`src/rtl/i2c_reg_master.sv`:
```
// I2C register-access master: START, device/register pointer, N data bytes
// (write, or repeated-start read), STOP. Open-drain outputs, clock stretching, timeout.
module i2c_reg_master #(
  parameter int CLK_DIV     = 4,
  parameter int LEN_W       = 4,
  parameter int STRETCH_MAX = 255
) (
  input  logic             clock,
  input  logic             reset_n,
  input  logic             start,
  input  logic             rw,
  input  logic [6:0]       dev_addr,
  input  logic [7:0]       reg_addr,
  input  logic [LEN_W-1:0] len,
  input  logic [7:0]       wr_data,
  output logic             wr_ready,
  output logic [7:0]       rd_data,
  output logic             rd_valid,
  output logic             busy,
  output logic             done,
  output logic             nack_err,
  output logic             timeout_err,
  output logic             scl_oe,
  output logic             sda_oe,
  input  logic             scl_i,
  input  logic             sda_i
);

  localparam int DW = (CLK_DIV > 1) ? $clog2(CLK_DIV) : 1;
  localparam int SW = (STRETCH_MAX > 0) ? $clog2(STRETCH_MAX + 1) : 1;

  localparam logic [3:0] IDLE    = 4'd0,  START   = 4'd1,  DEV_W   = 4'd2,
                         ACK_DW  = 4'd3,  REG     = 4'd4,  ACK_REG = 4'd5,
                         WDATA   = 4'd6,  ACK_WD  = 4'd7,  RESTART = 4'd8,
                         DEV_R   = 4'd9,  ACK_DR  = 4'd10, RDATA   = 4'd11,
                         MACK    = 4'd12, STOP    = 4'd13;

  logic [3:0]       state;
  logic [2:0]       q, bit_idx;
  logic [DW-1:0]    div;
  logic [SW-1:0]    stretch;
  logic [7:0]       sh, rx, reg_r;
  logic [6:0]       dev_r;
  logic             rw_r, ack_bit;
  logic [LEN_W-1:0] cnt;

  logic waiting, q_end, bit_end, sample, tx_bit, accept, cnt_last;
  logic [2:0] last_q;

  always_comb begin
    waiting  = (state != IDLE) && (q == 3'd2) && !scl_i;
    q_end    = (state != IDLE) && !waiting && (div == DW'(CLK_DIV - 1));
    // STOP spans two bit times: the stop condition plus the bus-free interval
    last_q   = (state == STOP) ? 3'd7 : 3'd3;
    bit_end  = q_end && (q == last_q);
    sample   = q_end && (q == 3'd2);
    tx_bit   = (state == WDATA && wr_ready) ? wr_data[7] : sh[7];
    accept   = start && (state == IDLE) && !done;
    cnt_last = (cnt == LEN_W'(1));
  end

  always_comb begin
    scl_oe = 1'b0;
    sda_oe = 1'b0;
    case (state)
      IDLE:    ;
      START:   sda_oe = q[1];
      RESTART: begin scl_oe = !q[1]; sda_oe = (q == 3'd3); end
      STOP:    begin scl_oe = (q < 3'd2); sda_oe = (q == 3'd1) || (q == 3'd2); end
      DEV_W, REG, WDATA, DEV_R: begin scl_oe = !q[1]; sda_oe = !tx_bit; end
      MACK:    begin scl_oe = !q[1]; sda_oe = !cnt_last; end
      default: scl_oe = !q[1];
    endcase
  end

  always_ff @(posedge clock or negedge reset_n) begin
    if (!reset_n) begin
      state <= IDLE;       q <= '0;          div <= '0;      stretch <= '0;
      bit_idx <= 3'd7;     sh <= '0;         rx <= '0;       reg_r <= '0;
      dev_r <= '0;         rw_r <= 1'b0;     ack_bit <= 1'b0; cnt <= '0;
      wr_ready <= 1'b0;    rd_data <= '0;    rd_valid <= 1'b0;
      busy <= 1'b0;        done <= 1'b0;     nack_err <= 1'b0; timeout_err <= 1'b0;
    end else begin
      done     <= 1'b0;
      wr_ready <= 1'b0;
      rd_valid <= 1'b0;
      if (state == IDLE) begin
        q <= '0; div <= '0; stretch <= '0; bit_idx <= 3'd7;
        if (accept) begin
          state <= START;   busy <= 1'b1;
          nack_err <= 1'b0; timeout_err <= 1'b0;
          rw_r <= rw; dev_r <= dev_addr; reg_r <= reg_addr; cnt <= len;
        end
      end else if (waiting && stretch == SW'(STRETCH_MAX)) begin
        state <= IDLE; busy <= 1'b0; done <= 1'b1; timeout_err <= 1'b1;
      end else begin
        if (waiting) begin
          div <= '0; stretch <= stretch + 1'b1;
        end else begin
          stretch <= '0;
          div <= q_end ? '0 : div + 1'b1;
        end
        if (q_end) q <= bit_end ? 3'd0 : q + 3'd1;
        if (wr_ready) sh <= wr_data;
        if (sample) begin
          rx <= {rx[6:0], sda_i};
          ack_bit <= sda_i;
        end
        if (bit_end) begin
          case (state)
            START: begin state <= DEV_W; sh <= {dev_r, 1'b0}; end
            DEV_W, REG, WDATA, DEV_R: begin
              bit_idx <= bit_idx - 3'd1;
              sh <= {sh[6:0], 1'b0};
              if (bit_idx == 3'd0) begin
                case (state)
                  DEV_W:   state <= ACK_DW;
                  REG:     state <= ACK_REG;
                  WDATA:   state <= ACK_WD;
                  default: state <= ACK_DR;
                endcase
              end
            end
            RDATA: begin
              bit_idx <= bit_idx - 3'd1;
              if (bit_idx == 3'd0) begin
                state <= MACK; rd_valid <= 1'b1; rd_data <= rx;
              end
            end
            ACK_DW:
              if (ack_bit) begin nack_err <= 1'b1; state <= STOP; end
              else begin state <= REG; sh <= reg_r; end
            ACK_REG:
              if (ack_bit) begin nack_err <= 1'b1; state <= STOP; end
              else if (cnt == '0) state <= STOP;
              else if (rw_r) state <= RESTART;
              else begin state <= WDATA; wr_ready <= 1'b1; end
            ACK_WD:
              if (ack_bit) begin nack_err <= 1'b1; state <= STOP; end
              else begin
                cnt <= cnt - 1'b1;
                if (cnt_last) state <= STOP;
                else begin state <= WDATA; wr_ready <= 1'b1; end
              end
            RESTART: begin state <= DEV_R; sh <= {dev_r, 1'b1}; end
            ACK_DR:
              if (ack_bit) begin nack_err <= 1'b1; state <= STOP; end
              else state <= RDATA;
            MACK: begin
              cnt <= cnt - 1'b1;
              state <= cnt_last ? STOP : RDATA;
            end
            STOP: begin state <= IDLE; busy <= 1'b0; done <= 1'b1; end
            default: state <= IDLE;
          endcase
        end
      end
    end
  end

endmodule

```
`config.mk`:
```
export PLATFORM = sky130hd
export DESIGN_NAME = i2c_reg_master
export DESIGN_NICKNAME = d
export VERILOG_FILES = /design/src/rtl/i2c_reg_master.sv
export SDC_FILE = /design/constraint.sdc
export NUM_CORES = 1
export LEC_CHECK = 0
export CAP_MARGIN = 20
export CORE_MARGIN = 3
export CORE_UTILIZATION = 40
export CTS_CLUSTER_DIAMETER = 100
export DETAILED_ROUTE_END_ITERATION = 8
export GPL_ROUTABILITY_DRIVEN = 0
export PLACE_DENSITY = 0.7
export SYNTH_ARGS = -nofsm -noshare
export SYNTH_HDL_FRONTEND = slang
export SYNTH_SLANG_ARGS = --single-unit
```
`constraint.sdc`:
```
create_clock -name clock -period 4.6 [get_ports clock]
set_clock_uncertainty 0.1 [all_clocks]
set_input_delay 0.92 -clock clock [delete_from_list [all_inputs] [get_ports clock]]
set_output_delay 0.92 -clock clock [all_outputs]
set_load 0.02 [all_outputs]
```
==> results of run 1 <==
critical path: stages, from the launching register on:
cell and delay (ps):
dfrtp_1 650, or2_2 440, o22ai_1 530, nand2_1 90, o21ai_0 120, clkdlybuf4s50_1 640
Yosys cell counts, drive strengths merged, types with 3 or more instances:
cell	count	area share [%]
nand3	8	1.5
a31oi	3	0.49
nand2	76	7.5
nor3	6	0.79
clkbuf	5	0.49
ha	11	3.6
dfrtp	67	44
nor3b	6	1.2
o21ai	19	2.5
and3	7	1.1
nand4	4	0.66
o22a	3	0.69
a21oi	25	3.3
o21bai	4	0.79
mux2	20	6.8
nand3b	3	0.59
a22oi	8	1.6
a221o	7	1.8
mux2i	5	1.3
buf	15	2.4
nor2	32	3.2
and2	3	0.49
nor4	3	0.49
a211oi	3	0.59
nor2b	7	1.1
inv	11	1.1
dfstp	3	2.1
logic make-up after synthesis:
group                    share of synthesized area (%)
AO/OA/AOI/OAI                                     16.2
AND/OR/NAND/NOR                                   21.9
adder cells (fa/ha/maj)                           3.60
buffers and inverters                             4.00
XOR/XNOR                                         0.229
flip-flops                                        46.0
multiplexers                                      8.09
cell type report:
| class | count | area [sq um] | area share (%) |
|---|---|---|---|
| Clock buffer | 9 | 124 | 2.70 |
| Clock inverter | 6 | 87.6 | 1.91 |
| Inverter | 11 | 41.3 | 0.898 |
| Multi-Input combinational cell | 298 | 1910 | 41.6 |
| Sequential cell | 70 | 1760 | 38.2 |
| Tap cell | 129 | 161 | 3.51 |
| Timing Repair Buffer | 52 | 515 | 11.2 |
layer usage:
layer	vias to the layer above	GRT usage, %
met5	-	0
met4	0	7.31
met3	15	2.80
met2	80	23.9
met1	1512	24.0
li1	1520	-
power by group through the flow:
stage,combinational (mW),sequential (mW),clock [mW]
2_1_floorplan,0.714,0.850,0
3_3_place_gp,0.813,0.954,0
3_5_place_dp,0.831,0.963,0
4_1_cts,0.837,0.952,0.551
5_1_grt,0.942,0.989,0.579
6_report,0.840,0.957,0.534
flip-flops by register name (all words and copies together) (netlist names), 4 cells and up:
name,count
cnt,4
dev_r,7
rd_data,8
reg_r,8
rx,8
sh,8
state,4
stretch,8
through the flow:
stage          utilization [%]  power [mW]  std cells
6_report                  49.7        2.33        575
5_1_grt                   49.7        2.51        575
4_1_cts                   49.5        2.34        573
3_5_place_dp              47.2        1.79        558
3_3_place_gp              47.2        1.77        558
2_1_floorplan                -        1.56        399
worst max path at each step:
stage,slack (ps),to
6_report,760,sda_oe
5_1_grt,530,sda_oe
4_1_cts,780,sda_oe
3_5_place_dp,1170,sda_oe
3_3_place_gp,1200,sda_oe
2_1_floorplan,2030,sda_oe
==> results.cfg, run 1 <==
[status]
status = completed

[yosys]
yosysUniqueCellTypes = 61
ys_warn_count = 0
synth_edf_count = 0
synthArstFlopShare_pct = 100
ys.flop_type = dfrtp_1
synthesis.nets = 443
netlist_instances = 399
seq_area_frac_synth_pct = 46.0
syn_area_per_cell_sq_um = 9.57
synth_seq_cells = 70
synthesis.area_sq_um = 3820

[finish]
antennaDiodeCount = 0
layout-drive-gt1-share_pct = 11.7
final_area_sq_um = 4600
area_delta_synth_final_pct = 20.3
final_common_cell = nand2_1
fillCellCount = 873
layout_common_cells = 75 x nand2_1, 67 x dfrtp_1, 47 x clkdlybuf4s50_1
fin_nets = 486

[place]
pre_cts_ws_ps = 1170
io_buffers = 48
postPlaceCellArea_sq_um = 4360
dp.final_hpwl_um = 6130

[sta]
hold_viol = 0
worst_slew_pin_slew_ps = 759
setup_ws_ps = 759
period_minus_slack_ps = 3840
min_period_over_period_pct = 83.5
fmax_mhz = 260
slew_headroom_pct = 49.3
holdWs_ps = 294
setup_tns_ps = 0
setup_viol = 0
rsz0062_at_grt = false
final-max-slew-violation-count = 0

[global_route]
grt_max_degree = 46
grt.total_usage_pct = 16.4
antenna_found_initial = 0
grt_pass1_wl_um = 14400
gr-total-overflow = 0
grt_pass1_vias = 2897

[pwr]
intPower_mw = 1.43
swShare_pct = 38.7
power.leakage_nw = 2.03
switchingPower_mw = 0.903
pwr-share-clk_pct = 22.9
p_per_area_nw_per_um2 = 507
power_frac_seq_pct = 41.1
pwr-share-comb_pct = 36.0
ir_worst_vdd_v = 0.000240

[clocking]
post-cts-setup-buffers = 0
htree_levels = 3
insertion_delay_ps = 350
cts.sinks = 70
cts.clk_slew.worst_paths_ps = 70
cts_buffer_depth = 2
root_buffer = clkbuf_8
cts_buffers = 9
cts_hold_buf = 0
cts_resized = 0
cts_tree = done

[detailed_routing]
firstDrtPassIters = 6
vias_per_cell = 5.44
topRoutingLayerUsed = met4
remaining_drc_errors = 0
drt_iter0_markers = 202
wl_met2_um = 3840
wl_met1_um = 4220
ant_nets = 0
via_count = 3127
drt_wl_total_um = 8520
wl_met3_um = 290
wl_per_cell_um = 14.8

[floorplanning]
io-pin-count = 49
num_rows = 35
core_sq_um = 9240
die_w_um = 104
die_y_um = 104
die-area_sq_um = 10800
start_util_pct = 41.3

[min_path]
hold_class = in2async

[worst_setup_path]
crit_path_max_fanout = 27
worstSetupEndpointType = output port
critPathLaunch = state[1]
worstPathRequired_ps = 3580
r2r_end = rd_data[6]
rr_worst_depth = 5
crit_type = reg2out
rr_startpoint = state[1]
worstPathArrival_ps = 2820
reg2reg_slack_ps = 2030
start_kind = flop

[flow_run]
drv_cap = 0
(Power assumes the default switching activity.)
==> run 2, diff against run 1 <==
==> constraint.sdc (replaced) <==
create_clock -name clock -period 3.8 [get_ports clock]
set_clock_uncertainty 0.1 [all_clocks]
set_input_delay 0.76 -clock clock [delete_from_list [all_inputs] [get_ports clock]]
set_output_delay 0.76 -clock clock [all_outputs]
set_load 0.02 [all_outputs]
==> results.cfg, run 2 (synthesized netlist as in run 1, its figures left out) <==
[sta]
fmax_mhz = 292
min_period_over_period_pct = 90.1
rsz0062_at_grt = false
slew_headroom_pct = 50.5
holdWs_ps = 312
setup_viol = 0
period_minus_slack_ps = 3420
hold_viol = 0
worst_slew_pin_slew_ps = 741
setup_tns_ps = 0
final-max-slew-violation-count = 0

[floorplanning]
io-pin-count = 49
core_sq_um = 9240
die_y_um = 104
die_w_um = 104
num_rows = 35
start_util_pct = 41.3
die-area_sq_um = 10800

[worst_setup_path]
worstPathRequired_ps = 2940
worstPathArrival_ps = 2560
reg2reg_slack_ps = 1190
crit_type = reg2out
worstSetupEndpointType = output port
start_kind = flop
crit_path_max_fanout = 23

[status]
status = completed

[place]
io_buffers = 48
dp.final_hpwl_um = 6500

[pwr]
intPower_mw = 1.75
power.leakage_nw = 2.04
power.total_mw = 2.88
p_per_area_nw_per_um2 = 623
swShare_pct = 39.4
switchingPower_mw = 1.14
ir_worst_vdd_v = 0.000319
pwr-share-comb_pct = 38.1
power_frac_seq_pct = 39.2
pwr-share-clk_pct = 22.7

[finish]
layout_common_cells = 75 x nand2_1, 67 x dfrtp_1, 47 x clkdlybuf4s50_1
register_area_sq_um = 1760
multi_input_area_sq_um = 1910
area_delta_synth_final_pct = 21.3
layout-drive-gt1-share_pct = 12.8
fin_nets = 491
final_common_cell = nand2_1
fillCellCount = 876
antennaDiodeCount = 0

[clocking]
cts_tree = done
post-cts-setup-buffers = 0
cts_buffers = 9
cts_resized = 0
htree_levels = 3
cts_hold_buf = 0
cts.clk_slew.worst_paths_ps = 80
cts_buffer_depth = 2
insertion_delay_ps = 350
cts.sinks = 70
root_buffer = clkbuf_8

[detailed_routing]
ant_nets = 0
firstDrtPassIters = 5
remaining_drc_errors = 0
wl_per_cell_um = 15.6
drt_iter0_markers = 284
drt_wl_total_um = 9040
via_count = 3158
vias_per_cell = 5.44

[global_route]
grt_pass1_wl_um = 15600
grt_pass1_vias = 3167
grt_max_degree = 27
gr-total-overflow = 0
grt.total_usage_pct = 17.7
antenna_found_initial = 0

[min_path]
hold_class = in2async

[flow_run]
drv_cap = 0
run 2: area by class of cell:
class	instances	share of cell area, %
Multi-Input combinational cell	298	41.3
Clock inverter	4	1.16
Inverter	11	0.892
Timing Repair Buffer	57	11.7
Clock buffer	12	3.57
Tap cell	129	3.49
Sequential cell	70	37.9
run 2: worst paths after layout:
| kind | startpoint | end | cells past startpoint |
|---|---|---|---|
| setup / recovery | state[0] | sda_oe | 5 |
| hold / removal | reset_n | rd_data[0] | 1 |
| setup reg to reg | state[0] | rd_data[5] | 5 |
| hold reg to reg | reg_r[2] | reg_r[2] | 2 |
| max in group asynchronous | reset_n | bit_idx[0] | 2 |
| min in group clock | reg_r[2] | reg_r[2] | 2 |
run 2: per-layer routing:
| layer | track usage, % | part of all wire, % | vias to the layer above |
|---|---|---|---|
| li1 | - | - | 1515 |
| met1 | 24.3 | 45 | 1509 |
| met2 | 27.2 | 47 | 117 |
| met3 | 3.55 | 5.9 | 17 |
| met4 | 7.69 | 2.2 | 0 |
| met5 | 0 | 0 | - |
run 2: metrics by stage:
stage	setup WS, ps	instance area (sq um)	std cells	util, %
floorplan	1390	3820	399	-
global placement	858	4410	565	47.7
detailed placement	784	4410	565	47.7
CTS	369	4630	581	50.1
global route	208	4630	581	50.1
finish	375	4630	581	50.1
run 2: worst max-delay path: stages, from the launching register on:
cell	delay, ps
dfrtp_1	760
nor2b_1	340
a22oi_1	110
o22a_1	210
o21ai_0	160
clkdlybuf4s50_1	630
run 2: power groups by stage:
stage	registers [mW]	logic, mW	clock network (mW)
2_1_floorplan	1.03	0.865	0
3_3_place_gp	1.13	1.06	0
3_5_place_dp	1.14	1.09	0
4_1_cts	1.13	1.10	0.665
5_1_grt	1.16	1.23	0.701
6_report	1.13	1.10	0.655
